<file path="config.mk">
export PLATFORM = sky130hd
export DESIGN_NAME = mem_port_arbiter
export DESIGN_NICKNAME = d
export VERILOG_FILES = /design/src/rtl/mem_port_arbiter_pkg.sv /design/src/rtl/mem_port_arbiter_hold_buf.sv /design/src/rtl/mem_port_arbiter.sv
export SDC_FILE = /design/constraint.sdc
export NUM_CORES = 1
export LEC_CHECK = 0
export BUFFER_PORTS_ARGS = -buffer_cell sky130_fd_sc_hd__clkbuf_2
export CORE_AREA = 2 2 107 109
export CTS_CLUSTER_DIAMETER = 150
export DETAILED_ROUTE_END_ITERATION = 16
export DIE_AREA = 0 0 109 111
export GPL_ROUTABILITY_DRIVEN = 0
export MAX_ROUTING_LAYER = met4
export SYNTH_ARGS = -nofsm -noshare
export SYNTH_HDL_FRONTEND = slang
export SYNTH_SLANG_ARGS = --single-unit
</file>
<file path="constraint.sdc">
create_clock -name clk -period 4 [get_ports clk]
set_input_delay 0.2 -clock clk [delete_from_list [all_inputs] [get_ports clk]]
set_output_delay 0.2 -clock clk [all_outputs]
set_load 0.02 [all_outputs]
</file>
<file path="src/rtl/mem_port_arbiter_pkg.sv">
// Shared types and defaults for the instruction/data SRAM port arbiter.
// Holds the read-owner encoding and the default starvation limit.
package mem_port_arbiter_pkg;

  typedef enum logic [1:0] {
    OWN_NONE = 2'b00,
    OWN_IF   = 2'b01,
    OWN_MEM  = 2'b10
  } owner_e;

  localparam int MAX_WAIT_DEF = 4;

endpackage

</file>
<file path="src/rtl/mem_port_arbiter_hold_buf.sv">
// Fetch-side read-data hold buffer: parks a returning word while if_hold.
// Ports: rvalid_in/rdata_in (raw return), hold, rvalid_out/rdata_out, block_gnt.
module mem_port_arbiter_hold_buf (
  input  logic        clk,
  input  logic        resetn,
  input  logic        rvalid_in,
  input  logic [31:0] rdata_in,
  input  logic        hold,
  output logic        rvalid_out,
  output logic [31:0] rdata_out,
  output logic        block_gnt
);

  logic        held_q;
  logic        held_d;
  logic [31:0] buf_q;
  logic [31:0] buf_d;

  always_comb begin
    held_d     = held_q;
    buf_d      = buf_q;
    rvalid_out = 1'b0;
    rdata_out  = '0;
    if (held_q) begin
      rvalid_out = 1'b1;
      rdata_out  = buf_q;
      if (!hold) held_d = 1'b0;
    end else begin
      rvalid_out = rvalid_in;
      rdata_out  = rvalid_in ? rdata_in : '0;
      if (rvalid_in && hold) begin
        held_d = 1'b1;
        buf_d  = rdata_in;
      end
    end
    // Also block on the capture cycle: a grant there would return
    // data into an already occupied buffer.
    block_gnt = held_q | (rvalid_in & hold);
  end

  always_ff @(posedge clk or negedge resetn) begin
    if (!resetn) begin
      held_q <= 1'b0;
      buf_q  <= '0;
    end else begin
      held_q <= held_d;
      buf_q  <= buf_d;
    end
  end

endmodule

</file>
<file path="src/rtl/mem_port_arbiter.sv">
// Two-requester (fetch/mem) arbiter onto one single-port SRAM.
// Ports: if_* fetch, mem_* data, sram_* memory, stallreq_*; ARB_FAIR_EN adds anti-starvation.
module mem_port_arbiter
  import mem_port_arbiter_pkg::*;
#(
  parameter int MAX_WAIT = MAX_WAIT_DEF,
  parameter int AW       = 32
) (
  input  logic          clk,
  input  logic          resetn,
  input  logic          if_req,
  input  logic [AW-1:0] if_addr,
  output logic          if_gnt,
  output logic          if_rvalid,
  output logic [31:0]   if_rdata,
  input  logic          if_hold,
  input  logic          mem_req,
  input  logic [3:0]    mem_wen,
  input  logic [AW-1:0] mem_addr,
  input  logic [31:0]   mem_wdata,
  output logic          mem_gnt,
  output logic          mem_rvalid,
  output logic [31:0]   mem_rdata,
  output logic          sram_en,
  output logic [3:0]    sram_wen,
  output logic [AW-1:0] sram_addr,
  output logic [31:0]   sram_wdata,
  input  logic [31:0]   sram_rdata,
  output logic          stallreq_if,
  output logic          stallreq_mem
);

  if (MAX_WAIT < 1) begin : g_bad_max_wait
    $error("MAX_WAIT must be at least 1");
  end

  owner_e owner_q;
  owner_e owner_d;
  logic   if_block;
  logic   if_ok;
  logic   mem_ok;
  logic   if_rv_raw;

`ifdef ARB_FAIR_EN
  localparam int SW = $clog2(MAX_WAIT + 1);
  logic [SW-1:0] starve_q;
  logic [SW-1:0] starve_d;
  logic          if_prio;
`endif

  always_comb begin
    if_ok   = resetn & if_req & ~if_block;
    mem_ok  = resetn & mem_req;
    if_gnt  = 1'b0;
    mem_gnt = 1'b0;
`ifdef ARB_FAIR_EN
    if_prio = (starve_q == SW'(MAX_WAIT));
    if (if_ok && if_prio)  if_gnt  = 1'b1;
    else if (mem_ok)       mem_gnt = 1'b1;
    else if (if_ok)        if_gnt  = 1'b1;
`else
    if (mem_ok)            mem_gnt = 1'b1;
    else if (if_ok)        if_gnt  = 1'b1;
`endif
  end

`ifdef ARB_FAIR_EN
  // Count only denials caused by mem winning, not hold-buffer blocks.
  always_comb begin
    starve_d = starve_q;
    if (if_gnt)
      starve_d = '0;
    else if (if_ok && mem_gnt && !if_prio)
      starve_d = starve_q + 1'b1;
  end

  always_ff @(posedge clk or negedge resetn) begin
    if (!resetn) starve_q <= '0;
    else         starve_q <= starve_d;
  end
`endif

  always_comb begin
    sram_en    = if_gnt | mem_gnt;
    sram_wen   = '0;
    sram_addr  = '0;
    sram_wdata = '0;
    unique case (1'b1)
      if_gnt: begin
        sram_addr = if_addr;
      end
      mem_gnt: begin
        sram_wen   = mem_wen;
        sram_addr  = mem_addr;
        sram_wdata = mem_wdata;
      end
      default: ;
    endcase
  end

  always_comb begin
    owner_d = OWN_NONE;
    if (if_gnt)                       owner_d = OWN_IF;
    else if (mem_gnt && mem_wen == '0) owner_d = OWN_MEM;
  end

  always_ff @(posedge clk or negedge resetn) begin
    if (!resetn) owner_q <= OWN_NONE;
    else         owner_q <= owner_d;
  end

  assign if_rv_raw    = (owner_q == OWN_IF);
  assign mem_rvalid   = (owner_q == OWN_MEM);
  assign mem_rdata    = mem_rvalid ? sram_rdata : '0;
  assign stallreq_if  = resetn & if_req & ~if_gnt;
  assign stallreq_mem = resetn & mem_req & ~mem_gnt;

  mem_port_arbiter_hold_buf inst_hold_buf (
    .clk        (clk),
    .resetn     (resetn),
    .rvalid_in  (if_rv_raw),
    .rdata_in   (sram_rdata),
    .hold       (if_hold),
    .rvalid_out (if_rvalid),
    .rdata_out  (if_rdata),
    .block_gnt  (if_block)
  );

endmodule
</file>
Word level (Yosys, flattened, before mapping)
Index checks and enable logic that the tools add are counted. Widths: inputs -> output; s select.

Muxes and demuxes: 15. Equality and inequality tests: 2. Reductions and logical operators: 4. Bitwise gates (word level): 12.

Operators by type and width (count): $mux 32 (4); $pmux 32 s2 (1); $mux 1 (7); $and 1x1->1 (6); $logic_not 4->1 (1); $mux 2 (2); $mux 4 (1); $not 1->1 (4); $eq 2x1->1 const B (1); $eq 2x2->1 const B (1); $logic_and 1x1->1 (2); $or 1x1->1 (2); $reduce_and 2->1 (1).

Register bits: 35. Word-level logic and storage cells: 36.

Depth between registers and ports, before layout
Gate-level depths: netlist of the first run.

Depth after elaboration: 9. Depth in mapped cells: 5. Mapped depth without buffers: 3.

Hierarchy
A second synthesis of the first run with hierarchy kept.

Cell total of the unflattened synthesis: 321. Area, all modules: 3180.6 um^2.

Modules (own cells, without submodules): mem_port_arbiter_hold_buf (area an instance 1705.4 um^2, cells each 116, times used 1); mem_port_arbiter (area an instance 1475.2 um^2, cells each 205, times used 1).

Worst setup path after synthesis of the first run
OpenSTA, ideal clock, no wires.

Path kind: reg2out. Start: register owner_q[1]. End: output port sram_addr[26]. Path slack: 2.261 ns. Stages on the path, launching flop included: 4. Data arrival time: 1.539 ns. Required time: 3.800 ns. Path buffers: 1. Cells stage by stage: dfrtp_1 > and3b_1 > buf_2 > o41ai_1.

Word-level cells in the longest chain between the ends: 8.

Ends and longest elaborated chain: start: declaration (RTL line mem_port_arbiter.sv:37) `owner_e owner_q;`; start signal: assignment (RTL line mem_port_arbiter.sv:109) `else owner_q <= owner_d;`; $eq 2x1->1 (RTL line mem_port_arbiter.sv:112) `assign if_rv_raw = (owner_q == OWN_IF);`; $and 1x1->1 (RTL line mem_port_arbiter_hold_buf.sv:38) `block_gnt = held_q | (rvalid_in & hold);`; $or 1x1->1 (RTL line mem_port_arbiter_hold_buf.sv:38); $not 1->1 (RTL line mem_port_arbiter.sv:52) `if_ok = resetn & if_req & ~if_block;`; $and 1x1->1 (RTL line mem_port_arbiter.sv:52); $mux 1 (RTL line mem_port_arbiter.sv:63) `else if (if_ok) if_gnt = 1'b1;`; $mux 1 (RTL line mem_port_arbiter.sv:62) `if (mem_ok) mem_gnt = 1'b1;`; $pmux 32 s2 (RTL line mem_port_arbiter.sv:88) `unique case (1'b1)`; end: declaration (RTL line mem_port_arbiter.sv:26) `output logic [AW-1:0] sram_addr,`.

Every way passes these cells.

Worst setup path after layout of the first run
Start: input port resetn. End: output port sram_addr[26].

Word-level cells in the longest chain between the ends: 5. Elaborated cells between the ends (all ways): 7. Classes of those cells: mux: 4; bitwise: 3.

Ends and longest elaborated chain: start: declaration (RTL line mem_port_arbiter.sv:10) `input logic resetn,`; $and 1x1->1 (2 in a row) (RTL line mem_port_arbiter.sv:52); $mux 1 (RTL line mem_port_arbiter.sv:63); $mux 1 (RTL line mem_port_arbiter.sv:62); $pmux 32 s2 (*) (RTL line mem_port_arbiter.sv:88).

Mark *: on every way between the ends. The rest lies on a longest branch, timed or not.

==> results of run 1 <==
## sequential cells by signal, indices dropped and copies added (netlist names)
| signal | count |
|---|---|
| inst_hold_buf.buf_q | 32 |
| owner_q | 2 |
| inst_hold_buf.held_q | 1 |
## layer usage
metal  share of wire [%]  routed length [um]  vias up
met5                   0                   0        -
met4                 2.0                 215        0
met3                 7.8                 858       14
met2                  49                5380      181
met1                  41                4540     1604
li1                    -                   -     1663
## cells in the mapped netlist
master                     count
sky130_fd_sc_hd__or2_2         1
sky130_fd_sc_hd__o21a_1        1
sky130_fd_sc_hd__o21ai_0       1
sky130_fd_sc_hd__nor2_1        1
sky130_fd_sc_hd__o311a_1       1
sky130_fd_sc_hd__nor4bb_1      1
sky130_fd_sc_hd__buf_1         1
sky130_fd_sc_hd__and3b_1       1
sky130_fd_sc_hd__dfrtp_1      35
sky130_fd_sc_hd__and3_1       36
sky130_fd_sc_hd__and2_1       32
sky130_fd_sc_hd__a22o_1       32
sky130_fd_sc_hd__nand3b_4      1
sky130_fd_sc_hd__inv_1        32
sky130_fd_sc_hd__conb_1        1
sky130_fd_sc_hd__buf_6         6
sky130_fd_sc_hd__nand2_1       1
sky130_fd_sc_hd__nor2b_1       2
sky130_fd_sc_hd__clkinv_1      1
sky130_fd_sc_hd__mux2_1        3
sky130_fd_sc_hd__nand3_1      32
sky130_fd_sc_hd__nor3_1        1
sky130_fd_sc_hd__or4_1         1
sky130_fd_sc_hd__o41ai_2      28
sky130_fd_sc_hd__clkbuf_1     17
sky130_fd_sc_hd__buf_2        16
sky130_fd_sc_hd__o41ai_1       4
sky130_fd_sc_hd__nor3b_2       1
sky130_fd_sc_hd__mux2_2       29
sky130_fd_sc_hd__buf_4         1
## power by group
group / internal (W) / total [W] / switching (W)
Sequential: 0.000451 / 0.000500 / 0.0000495
Clock: 0.000293 / 0.000439 / 0.000146
Combinational: 0.000229 / 0.000504 / 0.000274
## worst reg2reg max path, cell delays in order, from the launching register on
cell and delay [ns]:
sky130_fd_sc_hd__dfrtp_1 0.46, sky130_fd_sc_hd__buf_4 0.29, sky130_fd_sc_hd__nor4bb_4 0.29, sky130_fd_sc_hd__buf_4 0.42
sky130_fd_sc_hd__mux2_2 0.41
## worst paths after layout
check / cells past startpoint / slack [ns] / endpoint / from
max: 5 / 1.22 / sram_addr[26] / resetn
min: 2 / 0.16 / inst_hold_buf.held_q / if_hold
max reg2reg: 4 / 2.02 / inst_hold_buf.buf_q[3] / inst_hold_buf.held_q
min reg2reg: 1 / 0.49 / inst_hold_buf.buf_q[12] / inst_hold_buf.buf_q[12]
max in group asynchronous: 3 / 2.58 / inst_hold_buf.buf_q[16] / resetn
min in group asynchronous: 2 / 0.52 / owner_q[0] / resetn
## layout make-up
type                            count  area [um2]
Clock buffer                        5         125
Clock inverter                      3        43.8
Inverter                           33         124
Multi-Input combinational cell    211        1860
Tap cell                          143         179
Timing Repair Buffer              281        1440
Fill cell                        1103        6430
Sequential cell                    35         876
## cells by family after synthesis
logic type	synth area share, %
flops	28.7
compound gates	26.0
mux	11.8
buf+inv	11.3
other cells	0.123
simple gates	22.1
## stage by stage
| stage | std cells | worst slack, ns | instance area, um2 |
|---|---|---|---|
| 2_1_floorplan | 320 | 2.26 | 3060 |
| 3_3_place_gp | 701 | 1.85 | 4450 |
| 3_5_place_dp | 701 | 1.80 | 4450 |
| 4_1_cts | 710 | 1.20 | 4630 |
| 5_1_grt | 711 | 1.02 | 4640 |
| 6_report | 711 | 1.22 | 4640 |
==> impl_table.tex, run 1 <==
\begin{tabular}{lr}
\hline
Metric & Value \\
\hline
\multicolumn{2}{l}{\textbf{Status}} \\
Result of the run & complete, no violations \\
\multicolumn{2}{l}{\textbf{Worst setup path}} \\
Critical Path Sink Type & primary output \\
Crit-path leading delay family & buffers and inverters \\
Critical path buffers and inverters & 3 \\
Maximum net fanout on the critical path & 64 \\
Kind of critical path & input pin to primary output \\
Data arrival time of the critical path & 2.58 ns \\
Cell Chain, Critical Path & dlygate4sd3\_1 -> buf\_4 -> nand3b\_4 -> o41ai\_1 -> clkbuf\_2 \\
Required time reported for the critical path endpoint & 3.80 ns \\
Largest stage delay on the critical path & 0.54 ns \\
Setup crit start kind & input pin \\
Standard cell with the maximum stage delay on the critical path & sky130\_fd\_sc\_hd\_\_dlygate4sd3\_1 \\
\multicolumn{2}{l}{\textbf{Global route}} \\
Antenna violations before repair & 0 \\
Pin count of the biggest net entering global routing & 71 \\
Sum of overflow across all layers after global routing & 0 \\
Top Usage Layer GRT & met2 \\
Global routing met2 resource utilization & 30.8\% \\
Met1 usage in global routing & 22.2\% \\
Number of global-route vias before repair & 3305 \\
Global-route total usage across every layer & 18.4\% \\
First-pass GRT wire length & 17100 um \\
Met3 routing resource usage after global routing & 3.12\% \\
\multicolumn{2}{l}{\textbf{Clocking}} \\
Clock root buffer & sky130\_fd\_sc\_hd\_\_clkbuf\_16 \\
H-Tree Level Count & 2 \\
Clock tree from TritonCTS & built \\
Worst-case clock buffer depth & 2 \\
Clk pin slew, worst setup/hold paths & 0.05 ns \\
Worst-skew pair later-pin latency & 0.28 ns \\
Post-CTS Hold Buffers & 1 \\
Number of cells upsized or downsized after cts & 0 \\
Number of clock buffers inserted by TritonCTS & 5 \\
Setup bufs post-CTS & 0 \\
Num Clock Sinks & 35 \\
\multicolumn{2}{l}{\textbf{Timing}} \\
Highest clock rate & 360 MHz \\
Setup clock skew after layout & 0.00152 ns \\
Max-Slew Margin vs Limit & 33.9\% \\
Setup repair after global routing missed its margin & no \\
Tmin final & 2.78 ns \\
Max-slew violations & 0 \\
Share of the clock period used by the worst path after layout & 69.5\% \\
Final setup violation count & 0 \\
TNS Setup & 0 ns \\
Final hold violation count & 0 \\
Hold Worst Slack & 0.163 ns \\
Worst slew pin tran & 0.986 ns \\
\multicolumn{2}{l}{\textbf{Layout}} \\
Number of antenna repair diodes & 0 \\
P\&R area growth vs syn & 51.9\% \\
Number of nets at the end of the flow & 704 \\
Share of the core filled with cells & 41.9\% \\
Most common cell after layout, fill and taps aside & sky130\_fd\_sc\_hd\_\_clkbuf\_2 \\
Layout cell share with drive strength beyond 1 & 61.8\% \\
Most used cells in the layout excluding fill and tap cells & sky130\_fd\_sc\_hd\_\_clkbuf\_2, sky130\_fd\_sc\_hd\_\_and3\_1, sky130\_fd\_sc\_hd\_\_dfrtp\_1 \\
\multicolumn{2}{l}{\textbf{Floorplanning}} \\
Initial core utilization & 27.6\% \\
Row count & 39 \\
Area of the core region & 11100 um2 \\
Vertical die dimension & 111 um \\
Number of top-level pins & 276 \\
Die area & 12100 um2 \\
Die outline width & 109 um \\
\multicolumn{2}{l}{\textbf{Logic synthesis}} \\
Synthesized flop and latch total & 35 \\
Sequential element share of the synthesized area & 28.7\% \\
Cell taking the most area after synthesis & sky130\_fd\_sc\_hd\_\_dfrtp\_1 \\
Leading cell types by total area after synthesis & sky130\_fd\_sc\_hd\_\_dfrtp\_1, sky130\_fd\_sc\_hd\_\_o41ai\_2, sky130\_fd\_sc\_hd\_\_mux2\_2, sky130\_fd\_sc\_hd\_\_a22o\_1, sky130\_fd\_sc\_hd\_\_and3\_1 \\
Syn. warnings & 0 \\
Cell area after technology mapping & 3060 um2 \\
Synth cell types & 30 \\
Area share of the largest cell type after synthesis & 28.7\% \\
Number of cells produced by synthesis & 320 \\
Average cell area after synthesis & 9.55 um2 \\
Post-synthesis net count & 457 \\
\multicolumn{2}{l}{\textbf{Routing}} \\
Vias & 3462 \\
Remaining DRCs & 0 \\
Number of iterations in the first detailed-routing pass & 4 \\
DR vias/cell & 4.87 \\
Wire length reported by the detailed router & 11000 um \\
DRC violation total after the first TritonRoute iteration & 242 \\
Antenna violation net count after detailed routing & 0 \\
Routed wire length per instance & 15.5 um \\
\multicolumn{2}{l}{\textbf{Hold path}} \\
Hold crit path type & input pin to register \\
\multicolumn{2}{l}{\textbf{Power and ir drop}} \\
Worst-case vdd ir drop & 0.199 mV \\
Total power after layout & 0.00144 W \\
Leakage dissipation & 2.76 nW \\
Power per unit of standard cell area & 311 nW/um2 \\
\multicolumn{2}{l}{\textbf{Place}} \\
Number of I/O port buffers & 274 \\
DP Wirelength & 8820 um \\
\multicolumn{2}{l}{\textbf{Job}} \\
Number of maximum-capacitance constraint violations & 0 \\
\hline
\end{tabular}
Note: power is estimated with default switching activity, not from simulation.
==> run 2, diff against run 1 <==
==> constraint.sdc (replaced) <==
create_clock -name clk -period 2.6 [get_ports clk]
set_input_delay 0.13 -clock clk [delete_from_list [all_inputs] [get_ports clk]]
set_output_delay 0.13 -clock clk [all_outputs]
set_load 0.02 [all_outputs]
==> run 2 against run 1 <==
Effect of this change:
- sequential power up 54%
- global-route usage about the same
- clock-buffer cell count unchanged
- die area unchanged
- clock skew up 0.0020 ns
==> impl_table.tex, run 2 (synthesized netlist as in run 1, its figures left out) <==
\begin{tabular}{lr}
\hline
Metric & Value \\
\hline
\multicolumn{2}{l}{\textbf{Routing}} \\
Remaining DRCs & 0 \\
Antenna violation net count after detailed routing & 0 \\
Routed wire length per instance & 15.8 um \\
Vias & 3455 \\
Wire length reported by the detailed router & 11200 um \\
DRC violation total after the first TritonRoute iteration & 193 \\
Number of iterations in the first detailed-routing pass & 4 \\
DR vias/cell & 4.85 \\
\multicolumn{2}{l}{\textbf{Floorplanning}} \\
Number of top-level pins & 276 \\
Row count & 39 \\
Vertical die dimension & 111 um \\
Initial core utilization & 27.6\% \\
Area of the core region & 11100 um2 \\
Die area & 12100 um2 \\
Die outline width & 109 um \\
\multicolumn{2}{l}{\textbf{Clocking}} \\
Clk pin slew, worst setup/hold paths & 0.06 ns \\
Number of clock buffers inserted by TritonCTS & 5 \\
Worst-skew pair later-pin latency & 0.27 ns \\
Clock root buffer & sky130\_fd\_sc\_hd\_\_clkbuf\_16 \\
Clock tree from TritonCTS & built \\
H-Tree Level Count & 2 \\
Num Clock Sinks & 35 \\
Worst-case clock buffer depth & 2 \\
\multicolumn{2}{l}{\textbf{Layout}} \\
Final design instance area without fill & 4650 um2 \\
Layout cell share with drive strength beyond 1 & 61.9\% \\
Max FFs per register & 32 \\
P\&R area growth vs syn & 52.2\% \\
Most common cell after layout, fill and taps aside & sky130\_fd\_sc\_hd\_\_clkbuf\_2 \\
Fillcell total & 1129 \\
Sequential cell area & 876 um2 \\
Number of nets at the end of the flow & 706 \\
Most used cells in the layout excluding fill and tap cells & sky130\_fd\_sc\_hd\_\_clkbuf\_2, sky130\_fd\_sc\_hd\_\_and3\_1, sky130\_fd\_sc\_hd\_\_dfrtp\_1 \\
Number of antenna repair diodes & 0 \\
Area of combinational cells with multiple inputs & 1860 um2 \\
Registers with the most flip-flops & inst\_hold\_buf.buf\_q: 32 flops, owner\_q: 2 flops, inst\_hold\_buf.held\_q: 1 flops \\
Largest register by flop count & inst\_hold\_buf.buf\_q \\
\multicolumn{2}{l}{\textbf{Worst setup path}} \\
Critical Path Sink Type & primary output \\
Flop2flop setup slack & 0.91 ns \\
Required time reported for the critical path endpoint & 2.47 ns \\
Number of cells on the worst reg-to-reg path & 3 \\
Maximum net fanout on the critical path & 34 \\
Setup crit start kind & register \\
Data arrival time of the critical path & 2.03 ns \\
Kind of critical path & register to primary output \\
\multicolumn{2}{l}{\textbf{Global route}} \\
Pin count of the biggest net entering global routing & 56 \\
Sum of overflow across all layers after global routing & 0 \\
Number of global-route vias before repair & 3187 \\
Global-route total usage across every layer & 18.4\% \\
First-pass GRT wire length & 17000 um \\
Antenna violations before repair & 0 \\
\multicolumn{2}{l}{\textbf{Power and ir drop}} \\
Leakage dissipation & 2.76 nW \\
Power per unit of standard cell area & 475 nW/um2 \\
Worst-case vdd ir drop & 0.293 mV \\
\multicolumn{2}{l}{\textbf{Timing}} \\
Max-slew violations & 0 \\
Setup repair after global routing missed its margin & no \\
Setup clock skew after layout & 0.00355 ns \\
Worst slew pin tran & 0.901 ns \\
TNS Setup & 0 ns \\
Highest clock rate & 463 MHz \\
Tmin final & 2.16 ns \\
Final setup violation count & 0 \\
Share of the clock period used by the worst path after layout & 83.2\% \\
Max-Slew Margin vs Limit & 39.9\% \\
Final hold violation count & 0 \\
\multicolumn{2}{l}{\textbf{Status}} \\
Result of the run & complete, no violations \\
\multicolumn{2}{l}{\textbf{Hold path}} \\
Hold crit path type & input pin to register \\
Worst hold stages & 2 \\
\multicolumn{2}{l}{\textbf{Place}} \\
Number of I/O port buffers & 274 \\
Total placed instance area & 4470 um2 \\
DP Wirelength & 9050 um \\
\multicolumn{2}{l}{\textbf{Job}} \\
Number of maximum-capacitance constraint violations & 0 \\
\hline
\end{tabular}
## run 2: cell count changes in the layout (fill, tap and decap cells not counted)
cell | previous run | this run
sky130_fd_sc_hd__buf_4 | 6 | 9
sky130_fd_sc_hd__buf_8 | 1 | 0
## run 2: timing repair
| action | in CTS | in global routing |
|---|---|---|
| setup endpoints to repair | 0 | 0 |
| hold endpoints to repair | 8 | 0 |
| gates resized for setup | 0 | 0 |
| hold buffers | 1 | 0 |
| buffers inserted | 0 | 0 |
## run 2: metrics by stage
stage | setup WS (ns) | total power (W) | utilization, % | hold WS (ns) | std cells
2_1_floorplan | 0.931 | 0.00126 | - | -0.166 | 320
3_3_place_gp | 0.770 | 0.00154 | 40.4 | 0.229 | 704
3_5_place_dp | 0.725 | 0.00156 | 40.4 | 0.239 | 704
4_1_cts | 0.425 | 0.00224 | 42.0 | 0.108 | 713
5_1_grt | 0.280 | 0.00234 | 42.0 | 0.113 | 713
6_report | 0.438 | 0.00221 | 42.0 | 0.110 | 713
## run 2: routing by layer
| layer | share of wire (%) | global-route usage, % |
|---|---|---|
| met5 | 0 | - |
| met1 | 40 | 21.0 |
| met2 | 50 | 32.5 |
| met3 | 8.8 | 3.88 |
| met4 | 0.99 | 3.93 |
## run 2: final timing paths
check	from	end
setup / recovery	inst_hold_buf.held_q	sram_addr[26]
hold / removal	if_hold	inst_hold_buf.held_q
setup reg to reg	owner_q[1]	inst_hold_buf.buf_q[31]
hold reg to reg	inst_hold_buf.buf_q[20]	inst_hold_buf.buf_q[20]
max in group asynchronous	resetn	owner_q[1]
min in group asynchronous	resetn	inst_hold_buf.buf_q[2]
## run 2: critical path: stages, from the launching register on
cell and delay (ns):
sky130_fd_sc_hd__dfrtp_1 0.47, sky130_fd_sc_hd__nand3b_4 0.53, sky130_fd_sc_hd__o41ai_1 0.51, sky130_fd_sc_hd__clkbuf_2 0.23
## run 2: where the power goes
group          internal [W]  leakage [nW]  switching, W  total, W
combinational      0.000353          2.26      0.000422  0.000775
clock              0.000451        0.0838      0.000214  0.000665
sequential         0.000694         0.423     0.0000749  0.000769
## run 2: area by class of cell
type                            instances  area share, %
Multi-Input combinational cell        211           40.0
Timing Repair Buffer                  283           31.1
Sequential cell                        35           18.8
Tap cell                              143           3.85
Clock buffer                            5           2.69
Inverter                               33           2.66
Clock inverter                          3          0.942
